[config.mk]
export PLATFORM = sky130hd
export DESIGN_NAME = mac_job_ctrl
export DESIGN_NICKNAME = d
export VERILOG_FILES = /design/src/rtl/mac_ctrl_pkg.sv /design/src/rtl/mac_watchdog.sv /design/src/rtl/mac_job_ctrl.sv
export SDC_FILE = /design/constraint.sdc
export NUM_CORES = 1
export LEC_CHECK = 0
export ABC_AREA = 1
export ABC_CLOCK_PERIOD_IN_PS = 2100
export CORE_MARGIN = 4
export CORE_UTILIZATION = 48
export CTS_BUF_LIST = sky130_fd_sc_hd__clkbuf_4
export CTS_CLUSTER_DIAMETER = 120
export DETAILED_ROUTE_END_ITERATION = 12
export PLACE_DENSITY = 0.92
export SLEW_MARGIN = 20
export SYNTH_ARGS = -nofsm -noshare
export SYNTH_HDL_FRONTEND = slang
export SYNTH_SLANG_ARGS = --single-unit
[constraint.sdc]
create_clock -name clk -period 2.1 [get_ports clk]
set_input_delay 0.63 -clock clk [delete_from_list [all_inputs] [get_ports clk]]
set_output_delay 0.63 -clock clk [all_outputs]
set_load 0.01 [all_outputs]
[src/rtl/mac_ctrl_pkg.sv]
//------------------------------------------------------------------------------
// Module  : mac_ctrl_pkg
// Brief   : Shared state encoding and defaults for the MAC job sequencer.
// Revision: 1.0 - initial release
//------------------------------------------------------------------------------
`default_nettype none

package mac_ctrl_pkg;

    localparam int C_K_W_DEFAULT     = 16;
    localparam int C_TIMEOUT_DEFAULT = 100;

    typedef enum logic [2:0] {
        ST_IDLE   = 3'd0,
        ST_FETCH  = 3'd1,
        ST_ISSUE  = 3'd2,
        ST_WAIT   = 3'd3,
        ST_ACK    = 3'd4,
        ST_RESULT = 3'd5,
        ST_ERR    = 3'd6
    } mac_job_state_e;

    // Counter width able to hold values 0..t.
    function automatic int wd_width(input int t);
        if (t < 2) begin
            return 1;
        end
        return $clog2(t + 1);
    endfunction

endpackage

`default_nettype wire

[src/rtl/mac_watchdog.sv]
//------------------------------------------------------------------------------
// Module  : mac_watchdog
// Brief   : Saturating cycle counter; expired after TIMEOUT enabled cycles.
// Revision: 1.0 - initial release
//------------------------------------------------------------------------------
`default_nettype none

module mac_watchdog
    import mac_ctrl_pkg::*;
#(
    parameter int TIMEOUT = C_TIMEOUT_DEFAULT
) (
    input  logic clk,
    input  logic rst,
    input  logic clear_i,
    input  logic enable_i,
    output logic expired_o
);

    localparam int            CW     = wd_width(TIMEOUT);
    localparam logic [CW-1:0] C_LAST = CW'(TIMEOUT - 1);

    logic [CW-1:0] cnt_q;
    logic [CW-1:0] cnt_d;

    always_comb begin
        cnt_d = cnt_q;
        if (clear_i) begin
            cnt_d = '0;
        end else if (enable_i && (cnt_q != C_LAST)) begin
            cnt_d = cnt_q + CW'(1);
        end
    end

    always_ff @(posedge clk) begin
        if (rst) begin
            cnt_q <= '0;
        end else begin
            cnt_q <= cnt_d;
        end
    end

    // cnt_q holds the number of enabled cycles already elapsed, so the
    // TIMEOUT-th enabled cycle is the one that sees C_LAST.
    assign expired_o = (cnt_q == C_LAST);

endmodule

`default_nettype wire

[src/rtl/mac_job_ctrl.sv]
//------------------------------------------------------------------------------
// Module  : mac_job_ctrl
// Brief   : Job sequencer feeding one mac_cell pair-by-pair with a watchdog.
// Revision: 1.0 - initial release
//------------------------------------------------------------------------------
`default_nettype none

module mac_job_ctrl
    import mac_ctrl_pkg::*;
#(
    parameter int K_W     = C_K_W_DEFAULT,
    parameter int TIMEOUT = C_TIMEOUT_DEFAULT
) (
    input  logic           clk,
    input  logic           rst,
    input  logic           start,
    input  logic [K_W-1:0] start_k,
    input  logic           start_mode_fp8,
    input  logic           start_bf16,
    output logic           busy,
    input  logic           op_valid,
    output logic           op_ready,
    input  logic [7:0]     op_a,
    input  logic [7:0]     op_b,
    output logic           res_valid,
    input  logic           res_ready,
    output logic [15:0]    res_data,
    output logic [K_W-1:0] pairs_done,
    output logic           err_timeout,
    input  logic           err_clr,
    output logic           cell_mode_fp8,
    output logic           cell_out_bf16_en,
    output logic [7:0]     cell_a_raw,
    output logic [7:0]     cell_b_raw,
    output logic           cell_a_valid_in,
    output logic           cell_mac_valid_in,
    output logic           cell_output_ready,
    input  logic           cell_input_ready_take,
    input  logic           cell_mac_valid,
    input  logic [15:0]    cell_mac_packed_bf
);

    mac_job_state_e state_q;
    mac_job_state_e state_d;

    logic [K_W-1:0] k_q;
    logic [K_W-1:0] k_d;
    logic [K_W-1:0] pairs_q;
    logic [K_W-1:0] pairs_d;
    logic [K_W-1:0] pairs_inc;
    logic           mode_q;
    logic           mode_d;
    logic           bf16_q;
    logic           bf16_d;
    logic [7:0]     a_q;
    logic [7:0]     a_d;
    logic [7:0]     b_q;
    logic [7:0]     b_d;
    logic [15:0]    res_q;
    logic [15:0]    res_d;

    logic           wd_clear;
    logic           wd_enable;
    logic           wd_expired;

    mac_watchdog #(
        .TIMEOUT (TIMEOUT)
    ) u_watchdog (
        .clk       (clk),
        .rst       (rst),
        .clear_i   (wd_clear),
        .enable_i  (wd_enable),
        .expired_o (wd_expired)
    );

    assign pairs_inc = pairs_q + K_W'(1);

    always_comb begin
        state_d           = state_q;
        k_d               = k_q;
        pairs_d           = pairs_q;
        mode_d            = mode_q;
        bf16_d            = bf16_q;
        a_d               = a_q;
        b_d               = b_q;
        res_d             = res_q;
        busy              = 1'b0;
        op_ready          = 1'b0;
        res_valid         = 1'b0;
        err_timeout       = 1'b0;
        cell_a_valid_in   = 1'b0;
        cell_mac_valid_in = 1'b0;
        cell_output_ready = 1'b0;
        wd_clear          = 1'b0;
        wd_enable         = 1'b0;

        case (state_q)
            ST_IDLE: begin
                // A zero-length job is dropped rather than producing a result.
                if (start && (start_k != '0)) begin
                    k_d     = start_k;
                    mode_d  = start_mode_fp8;
                    bf16_d  = start_bf16;
                    pairs_d = '0;
                    state_d = ST_FETCH;
                end
            end
            ST_FETCH: begin
                busy     = 1'b1;
                op_ready = cell_input_ready_take;
                if (op_valid && cell_input_ready_take) begin
                    a_d     = op_a;
                    b_d     = op_b;
                    state_d = ST_ISSUE;
                end
            end
            ST_ISSUE: begin
                busy              = 1'b1;
                cell_a_valid_in   = 1'b1;
                cell_mac_valid_in = 1'b1;
                wd_clear          = 1'b1;
                state_d           = ST_WAIT;
            end
            ST_WAIT: begin
                busy      = 1'b1;
                wd_enable = 1'b1;
                if (cell_mac_valid) begin
                    res_d   = cell_mac_packed_bf;
                    state_d = ST_ACK;
                end else if (wd_expired) begin
                    state_d = ST_ERR;
                end
            end
            ST_ACK: begin
                busy              = 1'b1;
                cell_output_ready = 1'b1;
                pairs_d           = pairs_inc;
                state_d           = (pairs_inc == k_q) ? ST_RESULT : ST_FETCH;
            end
            ST_RESULT: begin
                busy      = 1'b1;
                res_valid = 1'b1;
                if (res_ready) begin
                    state_d = ST_IDLE;
                end
            end
            ST_ERR: begin
                err_timeout = 1'b1;
                if (err_clr) begin
                    state_d = ST_IDLE;
                end
            end
            default: begin
                state_d = ST_IDLE;
            end
        endcase
    end

    always_ff @(posedge clk) begin
        if (rst) begin
            state_q <= ST_IDLE;
        end else begin
            state_q <= state_d;
        end
    end

    // Output format defaults to BF16 until the first job says otherwise.
    always_ff @(posedge clk) begin
        if (rst) begin
            k_q     <= '0;
            pairs_q <= '0;
            mode_q  <= 1'b0;
            bf16_q  <= 1'b1;
            a_q     <= '0;
            b_q     <= '0;
            res_q   <= '0;
        end else begin
            k_q     <= k_d;
            pairs_q <= pairs_d;
            mode_q  <= mode_d;
            bf16_q  <= bf16_d;
            a_q     <= a_d;
            b_q     <= b_d;
            res_q   <= res_d;
        end
    end

    assign res_data         = res_q;
    assign pairs_done       = pairs_q;
    assign cell_mode_fp8    = mode_q;
    assign cell_out_bf16_en = bf16_q;
    assign cell_a_raw       = a_q;
    assign cell_b_raw       = b_q;

endmodule

`default_nettype wire

==> results of run 1 <==
-- power by group through the flow --
stage / logic, mW / clock network [mW] / registers, mW
2_1_floorplan: 0.796 / 0 / 1.80
3_3_place_gp: 1.42 / 0 / 1.78
3_5_place_dp: 1.46 / 0 / 1.80
4_1_cts: 1.51 / 0.915 / 1.76
5_1_grt: 1.71 / 0.969 / 1.79
6_report: 1.55 / 0.900 / 1.77
-- metal layers --
metal | part of all wire | global-route usage
met5 | 0 | 0
met3 | 0.071 | 0.0717
met2 | 0.51 | 0.435
met1 | 0.39 | 0.283
met4 | 0.029 | 0.0817
-- flip-flops by register name, summed over array words and instances (netlist names) --
signal	count
k_q	16
pairs_done	16
res_data	16
cell_a_raw	8
cell_b_raw	8
u_watchdog.cnt_q	7
state_q	3
cell_mode_fp8	1
cell_out_bf16_en	1
-- cells in the mapped netlist (2+ instances only) --
cell,n,share of area
nor3_1,4,0.0055
nand4_1,10,0.017
ha_1,2,0.0069
a21oi_1,56,0.077
buf_2,7,0.0096
inv_1,43,0.044
nor2_4,4,0.012
or2_2,2,0.0034
dfxtp_1,76,0.42
nand2_1,124,0.13
o21ai_0,35,0.048
nor2_2,2,0.0034
nand2_2,3,0.0052
clkbuf_1,12,0.012
inv_2,3,0.0031
xor2_1,5,0.012
nand3_1,67,0.092
nor2_1,69,0.071
-- final timing paths --
check / slack, ns / start / end / cells after the start
hold reg to reg: 0.47 / res_data[0] / res_data[0] / 2
hold / removal: 0.47 / res_data[0] / res_data[0] / 2
setup / recovery: 0.04 / state_q[0] / busy / 6
setup reg to reg: 0.18 / pairs_done[1] / state_q[2] / 13
-- stage by stage --
stage	cells	instance area, µm²
floorplan	537	3630
global placement	751	4970
detailed placement	751	4970
CTS	769	5160
global route	769	5180
finish	769	5180
-- cell type report --
class	count	area, µm²	share of cell area
clock inverters	6	65.1	0.0126
well taps	99	124	0.0239
clock buffers	10	75.1	0.0145
inverters	46	175	0.0338
multi-input cells	394	1880	0.364
flip-flops and latches	76	1560	0.301
repair buffers	138	1300	0.250
-- critical path, stage by stage, from the launching register on --
cell     delay, ns
dfxtp_4       0.37
buf_4         0.16
nor2_4        0.10
inv_1         0.07
nand2_1       0.08
o21ai_0       0.08
buf_2         0.14
-- cell families (layout without fill, tap and decap cells) --
family	after synthesis	in the layout	synth area share
and+or+nand+nor	289	289	0.349
AOI/OAI and AO/OA	97	97	0.138
DFF	76	76	0.419
buffers and inverters	67	200	0.0727
xor gates and xnor gates	6	6	0.0145
adders and majority gates	2	2	0.00689
-- repair_timing --
item                       CTS  global route
buffers inserted             2             0
resized for setup           34            25
pin swaps                    0             0
setup endpoints to repair   16            35
gates cloned                 0             0
==> flow_summary.ini, run 1 <==
[worst_setup_path]
crit_required_ns = 1.47
startpoint_type = flop
cp_max_fo = 5
worstSetupEndpointType = primary output
criticalPathCategory = flop to primary output
worstPathArrival_ns = 1.43

[die]
die_h_um = 95.0
row_count = 31
die_area_mm2 = 0.00902
core_area_mm2 = 0.00729
die_x_um = 95.0
ios = 115
initial_core_util = 0.498

[timing]
clock.fmax_mhz = 485
hold_viol_final = 0
rsz0062_at_grt = true
hold_ws_ns = 0.469
setup_viol = 0
tns_ns = 0
skew_ns = 0.0292
finalMaxSlewViolations = 0
tightest_slew_ns = 0.530
min_period_ns = 2.06
fin_crit_sh = 0.982
finalWorstSetupSlack_ns = 0.0387
max-slew-margin-rel = 0.646

[synthesis]
ys_warn_count = 0
seq_area_frac_synth = 0.419
synthArstFlopShare = 0
synth_ff_type = dfxtp_1
synth-edff-count = 0
syn_area_per_cell_um2 = 6.76
syn_area_mm2 = 0.00363
ys_types = 31
synthCells = 537
synth_nets = 597
synth_seq_cells = 76

[layout]
nNetsFinal = 725
final_layout_size_suffix_gt1_frac = 0.128
final_cell_mix = 123 x nand2_1, 105 x clkdlybuf4s50_1, 68 x nor2_1
final_common_cell = nand2_1
fillCellCount = 589
diodes = 0
fin_util = 0.710
area_growth_pct = 42.6

[drt]
routed_via_density = 5.38
drcViolationCount = 0
drt-initial-drc-count = 230
drt_wl_total_mm = 10.9
detail-route-antenna-nets = 0
drt-pass1-iter-count = 5
wl_per_cell_um = 14.2
vias = 4140

[clock_tree]
hold_buffers = 0
clockBufferDepth = 2
clock_latency_ns = 0.44
cts_tree = yes
clk_pin_slew_ns = 0.13
htree_levels = 3
clock-sinks = 76
cts_buffers = 9
root_buffer = clkbuf_4

[pwr]
p_comb_frac = 0.367
p_sw_mw = 1.55
switching_share = 0.367
power.leakage_nw = 2.03
power_density_mw_per_mm2 = 814
vdd_drop_max_v = 0.000568
power_mw = 4.21
clockPowerShare = 0.214
seq_power_share = 0.419
internal_power_mw = 2.67

[run_status]
status = finished clean

[placed_design]
hpwl_mm = 8.01
port_buffers = 114
place_ws_ns = -0.313
gp_congestion = 0.907

[global_route]
gr-usage-all-layers = 0.246
grt_antenna_before_repair = 0
grt_pass1_wl_mm = 17.5
gr-total-overflow = 0
grt_pass1_vias = 3829
grt_max_degree = 21

[worst_hold_path]
hp-class = flop to flop

[run]
cap_violations = 0
No activity file was read; power rests on OpenSTA's default activity.
==> run 2: changes to the inputs <==
- SLEW_MARGIN: 20 -> 5
==> results of run 2 <==
Final layout, timing and power as in run 1 (identical DEF).
==> run 3: changes to the inputs <==
- ABC_CLOCK_PERIOD_IN_PS: 2100 -> 1700
- CORE_UTILIZATION: 48 -> 43
- PLACE_DENSITY: 0.92 -> 0.88
- clock period: 2.1 -> 1.7 ns (I/O delays scaled with it)
==> flow_summary.ini, run 3 (synthesis results as in run 1) <==
[run_status]
status = complete, but fails checks
violations = negative setup slack

[pwr]
vdd_drop_max_v = 0.000699
power_density_mw_per_mm2 = 1080
power.leakage_nw = 2.61

[layout]
seqCellArea_mm2 = 0.00157
fillCellCount = 601
nNetsFinal = 770
final_cell_mix = 106 x nand2_1, 63 x nor2_1, 58 x nand3_1
area_growth_pct = 61.0
multi_input_area_mm2 = 0.00207
fin_util = 0.712
final_layout_size_suffix_gt1_frac = 0.252
diodes = 0
final_common_cell = nand2_1

[clock_tree]
cts_tree = yes
clk_pin_slew_ns = 0.14
clockBufferDepth = 2
cts_buffers = 9
root_buffer = clkbuf_4
clock_latency_ns = 0.45
hold_buffers = 0
htree_levels = 3
clock-sinks = 76

[global_route]
grt_pass1_wl_mm = 18.2
gr-total-overflow = 0
met3_usage = 0.0563
grt_max_degree = 36
grt_antenna_before_repair = 0
gr-usage-all-layers = 0.225
grt_util_met2 = 0.390
grt.busiest_layer = met2
met1_usage = 0.254
grt_pass1_vias = 4070

[worst_setup_path]
crit_required_ns = 2.07
worstSetupEndpointType = flop
cp_max_fo = 7
rrSetupSlack_ns = -0.11
criticalPathCategory = primary input to flop
worstPathArrival_ns = 2.23
startpoint_type = primary input

[drt]
detail-route-antenna-nets = 0
vias = 4517
drt_wl_total_mm = 13.5
drt-pass1-iter-count = 5
routed_via_density = 5.52
drcViolationCount = 0
drt-initial-drc-count = 402
wl_per_cell_um = 16.5

[timing]
rsz0062_at_grt = true
tightest_slew_ns = 0.452
skew_ns = 0.0211
min_period_ns = 1.86
fin_crit_sh = 1.09
finalMaxSlewViolations = 0
hold_viol_final = 0
setup_viol = 55
max-slew-margin-rel = 0.699
clock.fmax_mhz = 538
finalWorstSetupSlack_ns = -0.158

[die]
core_area_mm2 = 0.00822
die_h_um = 99.9
initial_core_util = 0.442
die_x_um = 99.9
ios = 115
die_area_mm2 = 0.00998
row_count = 33

[placed_design]
place_ws_ns = -0.554
gp_congestion = 0.868
port_buffers = 114
hpwl_mm = 8.43

[run]
cap_violations = 0

[worst_hold_path]
hp-class = primary input to flop
[run 3: timing repair]
action                     4_1_cts  5_1_grt
gates cloned                     0        3
pin swaps                        4       31
gates resized for setup        138       83
buffers inserted                 6       21
setup endpoints to repair      102       63
[run 3: worst max-delay path, stage by stage]
cell and delay [ns]:
clkdlybuf4s50_1 0.44, nor2_1 0.18, nand4_1 0.16, nand3b_1 0.24, nand3_2 0.15, buf_8 0.14, buf_6 0.12, nand2_1 0.07
a21oi_1 0.21
[run 3: area by class of cell]
cell class,count,share of cell area
multi-input cells,394,0.354
repair buffers,182,0.293
clock inverters,6,0.0178
clock buffers,9,0.0116
well taps,105,0.0225
inverters,46,0.0319
flip-flops and latches,76,0.268
repair inverters,1,0.000856
[run 3: path summary, 6_finish.rpt]
check / from / to / depth (start not counted)
setup / recovery: start_k[5] / k_q[1] / 9
hold / removal: start_k[11] / k_q[11] / 3
setup reg to reg: state_q[2] / res_data[14] / 9
hold reg to reg: res_data[11] / res_data[11] / 2
[run 3: through the flow]
step / power, mW / area [µm²] / hold WS [ns] / instances / TNS (ns)
floorplan: 3.20 / 3630 / 0.439 / 537 / 0
CTS: 5.68 / 5430 / 0.470 / 796 / -0.651
global placement: 4.11 / 5130 / 0.447 / 775 / -18.68
global route: 6.59 / 5850 / 0.402 / 819 / -6.10
detailed placement: 4.19 / 5130 / 0.454 / 775 / -21.50
finish: 6.30 / 5850 / 0.397 / 819 / -3.76
[run 3: report_power, final]
group | internal, mW | switching, mW
Clock | 0.727 | 0.671
Sequential | 2.04 | 0.196
Combinational | 1.25 | 1.42
Total | 4.01 | 2.29
[run 3: metal layers]
| metal | wire length, µm | share of wire |
|---|---|---|
| met1 | 4950 | 0.37 |
| met2 | 6850 | 0.51 |
| met3 | 1080 | 0.080 |
| met4 | 604 | 0.045 |
| met5 | 0 | 0 |
